## src/rtl/ofm_wb_pkg.sv

```systemverilog
// rtl/ofm_wb_pkg.sv - shared constants and FSM encoding for the OFM writeback (optional OFMWB_TRAILER_EN)
package ofm_wb_pkg;

  localparam logic [7:0] HDR_MAGIC  = 8'hA5;
  localparam int         SKID_DEPTH = 2;

  typedef enum logic [2:0] {
    S_IDLE,
    S_HDR,
    S_FLG,
    S_DAT,
    S_DRAIN
`ifdef OFMWB_TRAILER_EN
    , S_TRL
`endif
  } wb_state_e;

`ifdef OFMWB_TRAILER_EN
  localparam bit        TRL_EN     = 1'b1;
  localparam wb_state_e S_POST_PAY = S_TRL;
`else
  localparam bit        TRL_EN     = 1'b0;
  localparam wb_state_e S_POST_PAY = S_DRAIN;
`endif

endpackage

```

## src/rtl/ofm_writeback_if.sv

```systemverilog
// rtl/ofm_writeback_if.sv - outbound packet stream of the OFM writeback
interface ofm_writeback_if #(
  parameter int DATA_W = 96
);
  logic [DATA_W-1:0] OUT_Dat;
  logic              OUT_Val;
  logic              OUT_Rdy;
  logic              OUT_Last;

  modport master (output OUT_Dat, output OUT_Val, output OUT_Last, input OUT_Rdy);
  modport slave  (input OUT_Dat, input OUT_Val, input OUT_Last, output OUT_Rdy);
endinterface

```

## src/rtl/ofm_wb_skid.sv

```systemverilog
// rtl/ofm_wb_skid.sv - 2-entry FIFO holding stream words with their last flag
module ofm_wb_skid
  import ofm_wb_pkg::*;
#(
  parameter int W = 96
) (
  input  logic         clk,
  input  logic         rst_n,
  input  logic         push,
  input  logic [W-1:0] push_dat,
  input  logic         push_last,
  input  logic         pop,
  output logic [1:0]   count,
  output logic         valid,
  output logic [W-1:0] dat,
  output logic         last
);

  logic [W:0] mem [SKID_DEPTH];
  logic       wptr;
  logic       rptr;

  // Storage and pointers; the producer's credit check guarantees no push when full.
  always_ff @(posedge clk or negedge rst_n) begin
    if (!rst_n) begin
      mem[0] <= '0;
      mem[1] <= '0;
      wptr   <= 1'b0;
      rptr   <= 1'b0;
      count  <= 2'd0;
    end else begin
      if (push) begin
        mem[wptr] <= {push_last, push_dat};
        wptr      <= ~wptr;
      end
      if (pop) begin
        rptr <= ~rptr;
      end
      count <= count + {1'b0, push} - {1'b0, pop};
    end
  end

  assign valid       = (count != 2'd0);
  assign {last, dat} = mem[rptr];

endmodule

```

## src/rtl/ofm_writeback.sv

```systemverilog
// rtl/ofm_writeback.sv - drains one tile's sparse OFM as header/flag/data packet (optional OFMWB_TRAILER_EN)
module ofm_writeback
  import ofm_wb_pkg::*;
#(
  parameter int DATA_W = 96,
  parameter int OFM_AW = 10,
  parameter int FLG_AW = 8
) (
  input  logic               clk,
  input  logic               rst_n,
  input  logic               Start,
  input  logic [FLG_AW-1:0]  FlgBase,
  input  logic [FLG_AW:0]    FlgCnt,
  input  logic [OFM_AW-1:0]  DatBase,
  input  logic [OFM_AW:0]    DatCnt,
  output logic               GBFFLGOFM_EnRd,
  output logic [FLG_AW-1:0]  GBFFLGOFM_AddrRd,
  input  logic [DATA_W-1:0]  GBFFLGOFM_DatRd,
  output logic               GBFOFM_EnRd,
  output logic [OFM_AW-1:0]  GBFOFM_AddrRd,
  input  logic [DATA_W-1:0]  GBFOFM_DatRd,
  ofm_writeback_if.master    out_if,
  output logic               Busy,
  output logic               Done
);

  localparam int CNT_W = ((OFM_AW > FLG_AW) ? OFM_AW : FLG_AW) + 1;

  wb_state_e         state, state_nxt;
  logic [FLG_AW-1:0] flg_base;
  logic [FLG_AW:0]   flg_cnt;
  logic [OFM_AW-1:0] dat_base;
  logic [OFM_AW:0]   dat_cnt;
  logic [CNT_W-1:0]  k, k_nxt;
  logic              inflight, inflight_dat, inflight_last;
  logic [1:0]        skid_cnt;
  logic              skid_val, skid_last;
  logic [DATA_W-1:0] skid_dat;
  logic              pop, push, push_last, hdr_last;
  logic [DATA_W-1:0] push_dat, hdr_word, rd_word;
  logic [2:0]        occ;
  logic              credit, k_last_flg, k_last_dat;
  logic              hdr_push, trl_push, rd_flg, rd_dat, rd_last;

  // Occupancy counts the word leaving this cycle so a steady stream keeps 1 word/cycle.
  assign pop        = skid_val && out_if.OUT_Rdy;
  assign occ        = {1'b0, skid_cnt} + {2'b0, inflight} - {2'b0, pop};
  assign credit     = (occ < 3'd2);
  assign k_nxt      = k + CNT_W'(1);
  assign k_last_flg = (k_nxt == CNT_W'(flg_cnt));
  assign k_last_dat = (k_nxt == CNT_W'(dat_cnt));
  assign hdr_last   = !TRL_EN && (flg_cnt == '0) && (dat_cnt == '0);
  assign rd_last    = !TRL_EN && (rd_flg ? (k_last_flg && (dat_cnt == '0)) : k_last_dat);
  assign rd_word    = inflight_dat ? GBFOFM_DatRd : GBFFLGOFM_DatRd;

  // Header word: magic byte on top, both counts packed at the bottom.
  always_comb begin
    hdr_word                      = '0;
    hdr_word[DATA_W-1 -: 8]       = HDR_MAGIC;
    hdr_word[FLG_AW:0]            = flg_cnt;
    hdr_word[FLG_AW+1 +: OFM_AW+1] = dat_cnt;
  end

  // State register, latched job parameters, word counter and read-in-flight tracking.
  always_ff @(posedge clk or negedge rst_n) begin
    if (!rst_n) begin
      state         <= S_IDLE;
      flg_base      <= '0;
      flg_cnt       <= '0;
      dat_base      <= '0;
      dat_cnt       <= '0;
      k             <= '0;
      inflight      <= 1'b0;
      inflight_dat  <= 1'b0;
      inflight_last <= 1'b0;
    end else begin
      state <= state_nxt;
      if (state == S_IDLE && Start) begin
        flg_base <= FlgBase;
        flg_cnt  <= FlgCnt;
        dat_base <= DatBase;
        dat_cnt  <= DatCnt;
      end
      if (state_nxt != state) begin
        k <= '0;
      end else if (rd_flg || rd_dat) begin
        k <= k_nxt;
      end
      inflight      <= rd_flg || rd_dat;
      inflight_dat  <= rd_dat;
      inflight_last <= rd_last;
    end
  end

  // Next-state: each phase advances once its last word has been issued.
  always_comb begin
    state_nxt = state;
    case (state)
      S_IDLE:  if (Start) state_nxt = S_HDR;
      S_HDR:   if (credit) state_nxt = (flg_cnt != '0) ? S_FLG :
                                       (dat_cnt != '0) ? S_DAT : S_POST_PAY;
      S_FLG:   if (credit && k_last_flg) state_nxt = (dat_cnt != '0) ? S_DAT : S_POST_PAY;
      S_DAT:   if (credit && k_last_dat) state_nxt = S_POST_PAY;
`ifdef OFMWB_TRAILER_EN
      S_TRL:   if (credit && !inflight) state_nxt = S_DRAIN;
`endif
      S_DRAIN: if (skid_cnt == 2'd0 && !inflight) state_nxt = S_IDLE;
      default: state_nxt = S_IDLE;
    endcase
  end

  // Per-state actions: header/trailer pushes, SRAM reads, completion pulse.
  always_comb begin
    hdr_push = 1'b0;
    trl_push = 1'b0;
    rd_flg   = 1'b0;
    rd_dat   = 1'b0;
    Done     = 1'b0;
    case (state)
      S_HDR:   hdr_push = credit;
      S_FLG:   rd_flg   = credit;
      S_DAT:   rd_dat   = credit;
`ifdef OFMWB_TRAILER_EN
      S_TRL:   trl_push = credit && !inflight;
`endif
      S_DRAIN: Done     = (skid_cnt == 2'd0) && !inflight;
      default: ;
    endcase
  end

`ifdef OFMWB_TRAILER_EN
  logic [DATA_W-1:0] acc;

  // Running XOR of payload words as they land in the skid buffer.
  always_ff @(posedge clk or negedge rst_n) begin
    if (!rst_n) begin
      acc <= '0;
    end else if (state == S_IDLE && Start) begin
      acc <= '0;
    end else if (inflight) begin
      acc <= acc ^ rd_word;
    end
  end
`endif

  // Skid write source: returning read data, else header or trailer (never coincident).
  always_comb begin
    push      = hdr_push || trl_push || inflight;
    push_dat  = hdr_word;
    push_last = hdr_last;
    if (inflight) begin
      push_dat  = rd_word;
      push_last = inflight_last;
    end
`ifdef OFMWB_TRAILER_EN
    if (trl_push) begin
      push_dat  = acc;
      push_last = 1'b1;
    end
`endif
  end

  ofm_wb_skid #(.W(DATA_W)) u_skid (
    .clk       (clk),
    .rst_n     (rst_n),
    .push      (push),
    .push_dat  (push_dat),
    .push_last (push_last),
    .pop       (pop),
    .count     (skid_cnt),
    .valid     (skid_val),
    .dat       (skid_dat),
    .last      (skid_last)
  );

  assign GBFFLGOFM_EnRd   = rd_flg;
  assign GBFFLGOFM_AddrRd = flg_base + k[FLG_AW-1:0];
  assign GBFOFM_EnRd      = rd_dat;
  assign GBFOFM_AddrRd    = dat_base + k[OFM_AW-1:0];
  assign out_if.OUT_Val   = skid_val;
  assign out_if.OUT_Dat   = skid_dat;
  assign out_if.OUT_Last  = skid_last;
  assign Busy             = (state != S_IDLE);

endmodule
```

## src/flat_wrapper.sv

```systemverilog
// flat-port wrapper written by rule: the top's interface ports become plain ports
module ofm_writeback_flat import ofm_wb_pkg::*;
#(
  parameter int DATA_W = 96,
  parameter int OFM_AW = 10,
  parameter int FLG_AW = 8
)
  (clk, rst_n, Start, FlgBase, FlgCnt, DatBase, DatCnt, GBFFLGOFM_EnRd, GBFFLGOFM_AddrRd, GBFFLGOFM_DatRd, GBFOFM_EnRd, GBFOFM_AddrRd, GBFOFM_DatRd, Busy, Done, out_if_OUT_Dat, out_if_OUT_Val, out_if_OUT_Last, out_if_OUT_Rdy);
  ofm_writeback_if #(.DATA_W(DATA_W)) out_if_i ();
  input  logic clk;
  input  logic rst_n;
  input  logic Start;
  input  logic [FLG_AW-1:0] FlgBase;
  input  logic [FLG_AW:0] FlgCnt;
  input  logic [OFM_AW-1:0] DatBase;
  input  logic [OFM_AW:0] DatCnt;
  output logic GBFFLGOFM_EnRd;
  output logic [FLG_AW-1:0] GBFFLGOFM_AddrRd;
  input  logic [DATA_W-1:0] GBFFLGOFM_DatRd;
  output logic GBFOFM_EnRd;
  output logic [OFM_AW-1:0] GBFOFM_AddrRd;
  input  logic [DATA_W-1:0] GBFOFM_DatRd;
  output logic Busy;
  output logic Done;
  output wire logic [$bits(out_if_i.OUT_Dat)-1:0] out_if_OUT_Dat;
  output wire logic [$bits(out_if_i.OUT_Val)-1:0] out_if_OUT_Val;
  output wire logic [$bits(out_if_i.OUT_Last)-1:0] out_if_OUT_Last;
  input wire logic [$bits(out_if_i.OUT_Rdy)-1:0] out_if_OUT_Rdy;
  assign out_if_OUT_Dat = out_if_i.OUT_Dat;
  assign out_if_OUT_Val = out_if_i.OUT_Val;
  assign out_if_OUT_Last = out_if_i.OUT_Last;
  assign out_if_i.OUT_Rdy = out_if_OUT_Rdy;
  ofm_writeback #(.DATA_W(DATA_W), .OFM_AW(OFM_AW), .FLG_AW(FLG_AW)) u_core (.clk(clk), .rst_n(rst_n), .Start(Start), .FlgBase(FlgBase), .FlgCnt(FlgCnt), .DatBase(DatBase), .DatCnt(DatCnt), .GBFFLGOFM_EnRd(GBFFLGOFM_EnRd), .GBFFLGOFM_AddrRd(GBFFLGOFM_AddrRd), .GBFFLGOFM_DatRd(GBFFLGOFM_DatRd), .GBFOFM_EnRd(GBFOFM_EnRd), .GBFOFM_AddrRd(GBFOFM_AddrRd), .GBFOFM_DatRd(GBFOFM_DatRd), .out_if(out_if_i), .Busy(Busy), .Done(Done));
endmodule
```

## config.mk

```make
export PLATFORM = sky130hd
export DESIGN_NAME = ofm_writeback_flat
export DESIGN_NICKNAME = d
export VERILOG_FILES = /design/src/rtl/ofm_wb_pkg.sv /design/src/rtl/ofm_writeback_if.sv /design/src/rtl/ofm_wb_skid.sv /design/src/rtl/ofm_writeback.sv /design/src/flat_wrapper.sv
export SDC_FILE = /design/constraint.sdc
export NUM_CORES = 1
export LEC_CHECK = 0
export ABC_AREA = 1
export ABC_CLOCK_PERIOD_IN_PS = 9900
export BUFFER_PORTS_ARGS = -buffer_cell sky130_fd_sc_hd__buf_2
export CAP_MARGIN = 20
export CORE_MARGIN = 5
export CORE_UTILIZATION = 58
export DETAILED_ROUTE_END_ITERATION = 10
export GPL_ROUTABILITY_DRIVEN = 0
export PLACE_DENSITY = 0.88
export SYNTH_ARGS = -nofsm -noshare
export SYNTH_HDL_FRONTEND = slang
export SYNTH_SLANG_ARGS = --single-unit
export TNS_END_PERCENT = 50
```

## constraint.sdc

```tcl
create_clock -name clk -period 9.9 [get_ports clk]
set_input_delay 1.98 -clock clk [delete_from_list [all_inputs] [get_ports clk]]
set_output_delay 1.98 -clock clk [all_outputs]
set_load 0.02 [all_outputs]
```

==> results.py <==
metrics = {
    "clocking": {
        "cts_buffer_depth": 3,
        "post_cts_resized": 0,
        "htree_levels": 1,
        "postCtsHoldBufs": 0,
        "cts.sinks": 253,
        "clk_pin_slew_worst_paths_ns": 0.06,
        "post_cts_buffers": 0,
        "cts-root-buf": "clkbuf_16",
        "numCtsBuffers": 27,
        "insertion_delay_ns": 0.53,
        "cts_tree": "done",
    },
    "die": {
        "die_w_um": 163,
        "die_h_um": 163,
        "dieArea_um2": 26500,
        "pin_count": 354,
        "fp-row-count": 55,
        "start_util_pct": 59.4,
        "core_area_um2": 22800,
    },
    "job": {
        "max-cap-violations": 0,
    },
    "sta": {
        "finClkSkew_ns": 0.0113,
        "rsz0062_at_grt": "no",
        "tightest_slew_ns": 1.10,
        "finalSetupViolCount": 0,
        "setup_tns_ns": 0,
        "hold_viol": 0,
        "min_period_over_period_pct": 63.3,
        "fin_crit_ns": 6.27,
        "finalWorstSetupSlack_ns": 3.63,
        "slew_headroom_pct": 26.5,
        "slew_violations": 0,
        "fmax_mhz": 160,
    },
    "power": {
        "internal-power_mw": 2.73,
        "irDropWorstVdd_mv": 0.154,
        "swShare_pct": 43.4,
        "leakagePower_nw": 8.22,
        "comb_power_share_pct": 45.3,
        "power_frac_seq_pct": 33.9,
        "p_switching_mw": 2.09,
        "clkPwrFrac_pct": 20.8,
        "powerDensity_nw_per_um2": 296,
    },
    "placed_design": {
        "dpl_cell_area_um2": 15400,
        "port_buffers": 353,
        "dp_slack_ns": 3.62,
        "hpwl_mm": 27.2,
    },
    "logic_synthesis": {
        "seq_area_frac_synth_pct": 46.8,
        "ys.flop_type": "dfrtp_1",
        "synth_most_common_cell": "nand2_1",
        "ys_types": 37,
        "ys_ff_latch": 253,
        "synth_edf_count": 0,
        "syn_avg_cell_area_um2": 8.13,
        "synthArstFlopShare_pct": 100,
        "synthTopCellsByCount": "nand2_1 (321), o21ai_0 (303), dfrtp_1 (253)",
        "yosys.area.top_type_share_pct": 46.8,
        "yosys_warnings": 0,
        "yosysTopAreaCell": "dfrtp_1",
        "synth.cell_area_um2": 13500,
        "synth.area.top_cells": "dfrtp_1 (47%), o21ai_0 (11%), mux2_2 (9.4%), nand2_1 (8.9%), nor2_1 (6.3%)",
        "syn-num-nets": 1922,
        "synthCells": 1665,
    },
    "run_status": {
        "status": "finished clean",
    },
    "route": {
        "wirelength_mm": 38.6,
        "final_antenna_net_count": 0,
        "via_count": 12607,
        "routed_via_density": 5.49,
        "drc_errors": 0,
        "drtPass1Iterations": 8,
        "drt_iter0_drc": 1048,
        "wl_per_cell_um": 16.8,
    },
    "critical_path": {
        "arrival_ns": 4.29,
        "slowest_delay_ns": 0.50,
        "cp.required_ns": 7.92,
        "path_buf_inv": 4,
        "path_delay_family": "simple AND/OR/NAND/NOR gates",
        "path_class": "primary input to primary output",
        "cp-end-kind": "primary output",
        "path_cells": "buf_2 -> nand2_1 -> inv_1 -> ha_1 -> or2_2 -> fa_1 -> nand2_1 -> nor2_1 -> inv_1 -> nor3_1 -> buf_2",
        "critPathLaunchType": "primary input",
        "critPathSlowestCell": "fa_1",
        "cp_max_fo": 5,
    },
    "global_routing": {
        "grt_pass1_vias": 12320,
        "grt_max_degree": 122,
        "overflow": 0,
        "grt_first_pass_wirelength_mm": 61.5,
        "antenna_found_initial": 0,
        "grt_usage_pct": 28.4,
    },
    "cells_and_area": {
        "syn_to_final_growth_pct": 20.6,
        "final_util_pct": 71.6,
        "diodes": 0,
        "fin_nets": 2220,
        "final_area_um2": 16300,
        "final_layout_size_suffix_gt1_share_pct": 28.0,
    },
    "min_path": {
        "hold_class": "register to register",
    },
}
metal layers:
metal | wire length [µm] | vias to the layer above | part of all wire, % | global-route usage, %
met5 | 0 | - | 0 | 0
met4 | 1530 | 0 | 4.0 | 11.0
met3 | 2860 | 114 | 7.4 | 5.11
met2 | 19400 | 558 | 50 | 49.3
met1 | 14800 | 5966 | 38 | 35.6
li1 | - | 5969 | - | -
cells in the final DEF, fill, tap and decap left out, drive strengths merged, types with 20 or more instances in the layout:
cell type / instances
a21oi: 37
nand3: 44
dfrtp: 253
o21ai: 303
ha: 20
nor2: 241
o22ai: 20
clkbuf: 39
inv: 165
mux2: 113
nand2: 327
buf: 365
flip-flops by register name, indices dropped and copies added (netlist names), 2 cells and up:
name                 count
u_core.u_skid.mem      194
u_core.dat_cnt          11
u_core.k                11
u_core.dat_base         10
u_core.flg_cnt           9
u_core.flg_base          8
u_core.state             3
u_core.u_skid.count      2
metrics by stage:
| stage | std cells | hold WS, ns | power, mW |
|---|---|---|---|
| 2_1_floorplan | 1665 | 0.478 | 3.13 |
| 3_3_place_gp | 2245 | 0.487 | 3.71 |
| 3_5_place_dp | 2246 | 0.496 | 3.81 |
| 4_1_cts | 2294 | 0.508 | 4.84 |
| 5_1_grt | 2295 | 0.516 | 5.15 |
| 6_report | 2295 | 0.505 | 4.83 |
logic make-up after synthesis:
kind of cell / Yosys count / synth area share (%)
simple gates: 629 / 18.8
flops: 253 / 46.8
buf+inv: 261 / 7.55
xor+xnor: 21 / 1.36
mux: 113 / 9.41
compound gates: 365 / 13.8
fa+ha+maj: 23 / 2.29
worst paths after layout:
kind | from | end | slack (ns) | cells after the start
max | out_if_OUT_Rdy | GBFOFM_EnRd | 3.63 | 11
min | u_core.u_skid.mem[38] | u_core.u_skid.mem[38] | 0.51 | 1
max reg2reg | u_core.inflight | u_core.u_skid.mem[177] | 5.02 | 12
min reg2reg | u_core.u_skid.mem[38] | u_core.u_skid.mem[38] | 0.51 | 1
max in group asynchronous | rst_n | u_core.u_skid.mem[12] | 7.02 | 2
min in group asynchronous | rst_n | u_core.dat_base[5] | 1.48 | 1
area by class of cell:
cell class / count / area [µm²]
Fill cell: 1732 / 6470
Clock buffer: 39 / 781
Inverter: 165 / 621
Sequential cell: 253 / 6340
Tap cell: 313 / 392
Multi-Input combinational cell: 1151 / 6190
Clock inverter: 9 / 104
Timing Repair Buffer: 365 / 1880
power by group through the flow:
| stage | clock, mW | sequential (mW) | combinational, mW |
|---|---|---|---|
| finish | 1.00 | 1.64 | 2.18 |
| global route | 1.07 | 1.68 | 2.41 |
| CTS | 1.02 | 1.63 | 2.18 |
| detailed placement | 0 | 1.65 | 2.17 |
| global placement | 0 | 1.62 | 2.09 |
| floorplan | 0 | 1.51 | 1.62 |
No activity file was read; power rests on OpenSTA's default activity.
